## src/rtl/gate_equiv_checker_pkg.sv

```systemverilog
// Shared constants for the gate equivalence harness: FSM encoding and settle
// counter sizing.
package gate_equiv_checker_pkg;

  localparam logic [1:0] ST_IDLE   = 2'd0;
  localparam logic [1:0] ST_DRIVE  = 2'd1;
  localparam logic [1:0] ST_SAMPLE = 2'd2;
  localparam logic [1:0] ST_DONE   = 2'd3;

  typedef enum logic [1:0] {
    IDLE   = ST_IDLE,
    DRIVE  = ST_DRIVE,
    SAMPLE = ST_SAMPLE,
    DONE   = ST_DONE
  } state_e;

  localparam int SETTLE_MAX   = 15;
  localparam int SETTLE_CNT_W = 4;

endpackage

```

## src/rtl/gate_equiv_checker_settle_timer.sv

```systemverilog
// Settle timer: counts enabled cycles since the last clear and flags the
// final cycle of a SETTLE-cycle hold window.
module settle_timer
  import gate_equiv_checker_pkg::*;
#(
  parameter int SETTLE = 1
) (
  input  logic clk,
  input  logic rst_n,
  input  logic clear,
  input  logic enable,
  output logic expire
);

  if (SETTLE < 1 || SETTLE > SETTLE_MAX) begin : g_bad_settle
    $error("settle_timer: SETTLE out of range");
  end

  localparam logic [SETTLE_CNT_W-1:0] CNT_LAST = SETTLE_CNT_W'(SETTLE - 1);
  localparam logic [SETTLE_CNT_W-1:0] CNT_ONE  = SETTLE_CNT_W'(1);

  logic [SETTLE_CNT_W-1:0] count_q;
  logic [SETTLE_CNT_W-1:0] count_d;

  always_comb begin
    count_d = count_q;
    if (clear) begin
      count_d = '0;
    end else if (enable) begin
      count_d = count_q + CNT_ONE;
    end
  end

  // NOTE: state registers use non-blocking assignment so every flop samples
  // pre-edge values regardless of block evaluation order.
  always_ff @(posedge clk or negedge rst_n) begin
    if (!rst_n) begin
      count_q <= '0;
    end else begin
      count_q <= count_d;
    end
  end

  assign expire = (count_q == CNT_LAST);

endmodule

```

## config.mk

```make
export PLATFORM = sky130hd
export DESIGN_NAME = settle_timer
export DESIGN_NICKNAME = d
export VERILOG_FILES = /design/src/rtl/gate_equiv_checker_pkg.sv /design/src/rtl/gate_equiv_checker_settle_timer.sv
export SDC_FILE = /design/constraint.sdc
export NUM_CORES = 1
export LEC_CHECK = 0
export ABC_AREA = 1
export BUFFER_PORTS_ARGS = -buffer_cell sky130_fd_sc_hd__buf_2
export CORE_AREA = 10 10 47 49
export CTS_CLUSTER_DIAMETER = 50
export DETAILED_ROUTE_END_ITERATION = 8
export DIE_AREA = 0 0 57 59
export PLACE_DENSITY = 0.42
export SLEW_MARGIN = 5
export SYNTH_ARGS = -nofsm -noshare
export SYNTH_HDL_FRONTEND = slang
export SYNTH_SLANG_ARGS = --single-unit
```

## constraint.sdc

```tcl
create_clock -name clk -period 1.9 [get_ports clk]
set_input_delay 0.285 -clock clk [delete_from_list [all_inputs] [get_ports clk]]
set_output_delay 0.285 -clock clk [all_outputs]
set_load 0.02 [all_outputs]
```

# --- Word-level counts from Yosys, hierarchy flattened ---
# Cells that the tools add are included.
totals:
  out_inout_bits: 1
  inputBits: 4
  reg_bits: 4
  elab_cells: 6
op_classes:
  addsub: 1
  n_mux: 2
  reduce_logical: 2
op_table:
  columns: ["operator", "count"]
  rows:
  - ["two-way mux 4 bit", 2]
  - ["adder 4 x 1 -> 4 bit, second input constant", 1]
  - ["logical NOT 4 bit", 1]
  - ["nonzero test 2 bit", 1]

# --- Depth between registers and ports, before layout ---
logic_depth:
  ltp_word: 3
  depth_mapped: 5

# --- Least setup slack after synthesis ---
# Ideal clock, no wire load.
synth_timing:
  kind: "reg2out"
  from: "register count_q[0]"
  to: "output expire"
  required_ns: 1.615
  path_slack_ns: 0.468
  arrival_ns: 1.147
  path_stages_with_launch: 4
  path_cell_list: "dfrtp_1 -> inv_1 -> ha_1 -> nor3b_1"
synth_between:
  elab_chain_cells: 1
synth_rtl:
  columns: ["element", "line", "rtl"]
  rows:
  - ["from (decl)", "gate_equiv_checker_settle_timer.sv:22", "logic [SETTLE_CNT_W-1:0] count_q;"]
  - ["from (signal assigned)", "gate_equiv_checker_settle_timer.sv:40", "count_q <= count_d;"]
  - ["logical NOT 4 bit", "gate_equiv_checker_settle_timer.sv:44", "assign expire = (count_q == CNT_LAST);"]
  - ["to (decl)", "gate_equiv_checker_settle_timer.sv:12", "output logic expire"]
# No other way between the ends.

# --- Worst setup path after layout ---
# Same ends and word-level chain as after synthesis.

==> flow_summary.json <==
{
  "route.vias.total": 189,
  "fin_skew_ps": 0.03959,
  "ys.warnings.count": 0,
  "routed_wl_um": 433,
  "start_util": 0.1607,
  "reg2reg_slack_ps": 910,
  "critPathMaxFanout": 3,
  "required_ps": 1620,
  "swShare": 0.3356,
  "rr_startpoint": "count_q[0]",
  "grt_setup_unrepaired": "false",
  "critPathCaptureType": "output pin",
  "nFillCells": 167,
  "cts.sinks": 4,
  "status": "finished, final reports clean",
  "power.share.clock": 0.310,
  "die_y_um": 59,
  "core-area_um2": 1401,
  "cts_max_level": 1,
  "final_common_cell": "nand2_1",
  "syn_to_final_growth_pct": 32.22,
  "hp-start": "clear",
  "die_area_um2": 3363,
  "grt.overflow.total": 0,
  "portBuffers": 4,
  "maxCapViolCount": 0,
  "cts_setup_buffers": 0,
  "nets": 43,
  "postSynthAreaPerCell_um2": 8.341,
  "syn_inst": 27,
  "clock_path_buffers": 2,
  "power_switching_w": 0.0001103,
  "grt_pass1_vias": 215,
  "grt_usage": 0.03201,
  "start_kind": "flip-flop",
  "arrival_ps": 1230,
  "root_buffer": "clkbuf_4",
  "hold_viol": 0,
  "post-route-period-util": 0.7974,
  "ys_seq_area_frac": 0.4444,
  "power_frac_seq": 0.360,
  "reg_top3": "count_q: 4 flops",
  "layout-drive-gt1-share": 0.2571,
  "hold_path_class": "input pin to flip-flop",
  "place_congestion": 0.6341,
  "internal_power_w": 0.0002183,
  "power_leakage_nw": 0.1557,
  "drc_errors": 0,
  "ff2ff_path_depth": 4,
  "peakVddDrop_v": 0.0003881,
  "final.setup.tns_ps": 0,
  "synth_seq_cells": 4,
  "hold_end": "count_q[1]",
  "setup_viol": 0,
  "drtIter0Drc": 2,
  "rows": 14,
  "tightest_slew_ps": 161.5,
  "largest_register_ffs": 4,
  "ant_nets": 0,
  "grt_pass1_wl_um": 772,
  "final_max_slew_viol_count": 0,
  "slew_headroom": 0.8922,
  "via_per_inst": 3.706,
  "numCtsBuffers": 3,
  "p_per_area_nw_per_um2": 1104,
  "max_clock_freq_ghz": 0.6601,
  "regToRegEndpoint": "count_q[1]",
  "ios": 5,
  "layout_min_cycle_time_ps": 1515,
  "grt_antenna_before_repair": 0,
  "routedWlPerCell_um": 8.490,
  "netlist_area_um2": 225.2,
  "cts.hold.buffers_added": 1,
  "clkTransAtPathRegs_ps": 40,
  "whs_path_depth": 4,
  "antenna_cells": 0,
  "p_comb_frac": 0.331,
  "multiInputGateArea_um2": 110.1,
  "cts_resized": 0,
  "cts_tree": "done",
  "synth_fp_nets": 33,
  "grt_max_degree": 6,
  "die_w_um": 57,
  "path_class": "flip-flop to output pin",
  "synth_cell_types": 10,
  "power_w": 0.0003286,
  "regMostFlops": "count_q",
  "dr.pass1.iters": 4,
  "insertion_delay_ps": 230,
  "mostFrequentLayoutCells": "5 x nand2_1, 4 x inv_1, 4 x dfrtp_1, 4 x buf_2",
  "seqCellArea_um2": 100.1
}
==> area by class of cell <==
type                       instances  share of cell area
tap                               16             0.06723
sequential                         4              0.3361
multi-input combinational         19              0.3697
inverter                           4             0.05042
clock buffer                       3             0.07563
timing repair buffer               5              0.1008
==> worst max-delay path, stage by stage, from the launching register on <==
cell	delay, ps
dfrtp_1	390
inv_1	120
ha_1	150
nor3b_1	160
buf_2	190
==> power by group through the flow <==
stage	Combinational [W]	Clock, W	Sequential [W]
after floorplan	0.0000803	0	0.000115
after global placement	0.000110	0	0.000120
after detailed placement	0.000110	0	0.000118
after CTS	0.000113	0.000110	0.000117
after global routing	0.000124	0.000112	0.000122
final	0.000109	0.000102	0.000118
==> layer usage <==
layer	share of wire	track usage	vias to the layer above
li1	-	-	103
met1	0.47	0.02976	80
met2	0.45	0.04186	4
met3	0.074	0.01502	2
met4	0.0092	0.05034	0
met5	0	0	-
==> cell usage after synthesis <==
cell type | instances | area (um2)
nand2_1 | 5 | 18.77
dfrtp_1 | 4 | 100.1
inv_1 | 4 | 15.01
a21oi_1 | 3 | 15.01
nand3_1 | 3 | 15.01
nor2_1 | 3 | 11.26
ha_1 | 2 | 25.02
nor2_2 | 1 | 6.260
nor2_4 | 1 | 11.26
nor3b_1 | 1 | 7.510
==> how the worst max path moves through the flow <==
stage                     from      to  slack (ps)  depth (start not counted)
floorplan           count_q[0]  expire         470                          3
global placement    count_q[0]  expire         620                          4
detailed placement  count_q[0]  expire         610                          4
CTS                 count_q[0]  expire         350                          4
global route        count_q[0]  expire         300                          4
finish              count_q[0]  expire         390                          4
==> kinds of logic (layout without fill, tap and decap cells) <==
| family | count (synthesis) | in the layout | synth area share |
|---|---|---|---|
| compound gates | 3 | 3 | 0.06665 |
| fa+ha+maj | 2 | 2 | 0.1111 |
| buf+inv | 4 | 12 | 0.06665 |
| flops | 4 | 4 | 0.4445 |
| simple gates | 14 | 14 | 0.3111 |
==> metrics by stage <==
step,cell area [um2],instances,hold slack [ps],utilization,setup WS (ps)
floorplan,225.2,27,-10.59,-,467.7
global placement,265.3,47,95.61,0.1893,621.1
detailed placement,265.3,47,91.03,0.1893,608.6
CTS,297.8,51,340.9,0.2125,354.6
global route,297.8,51,355.5,0.2125,303.3
finish,297.8,51,346.4,0.2125,385.0
Note: power is estimated with default switching activity, not from simulation.
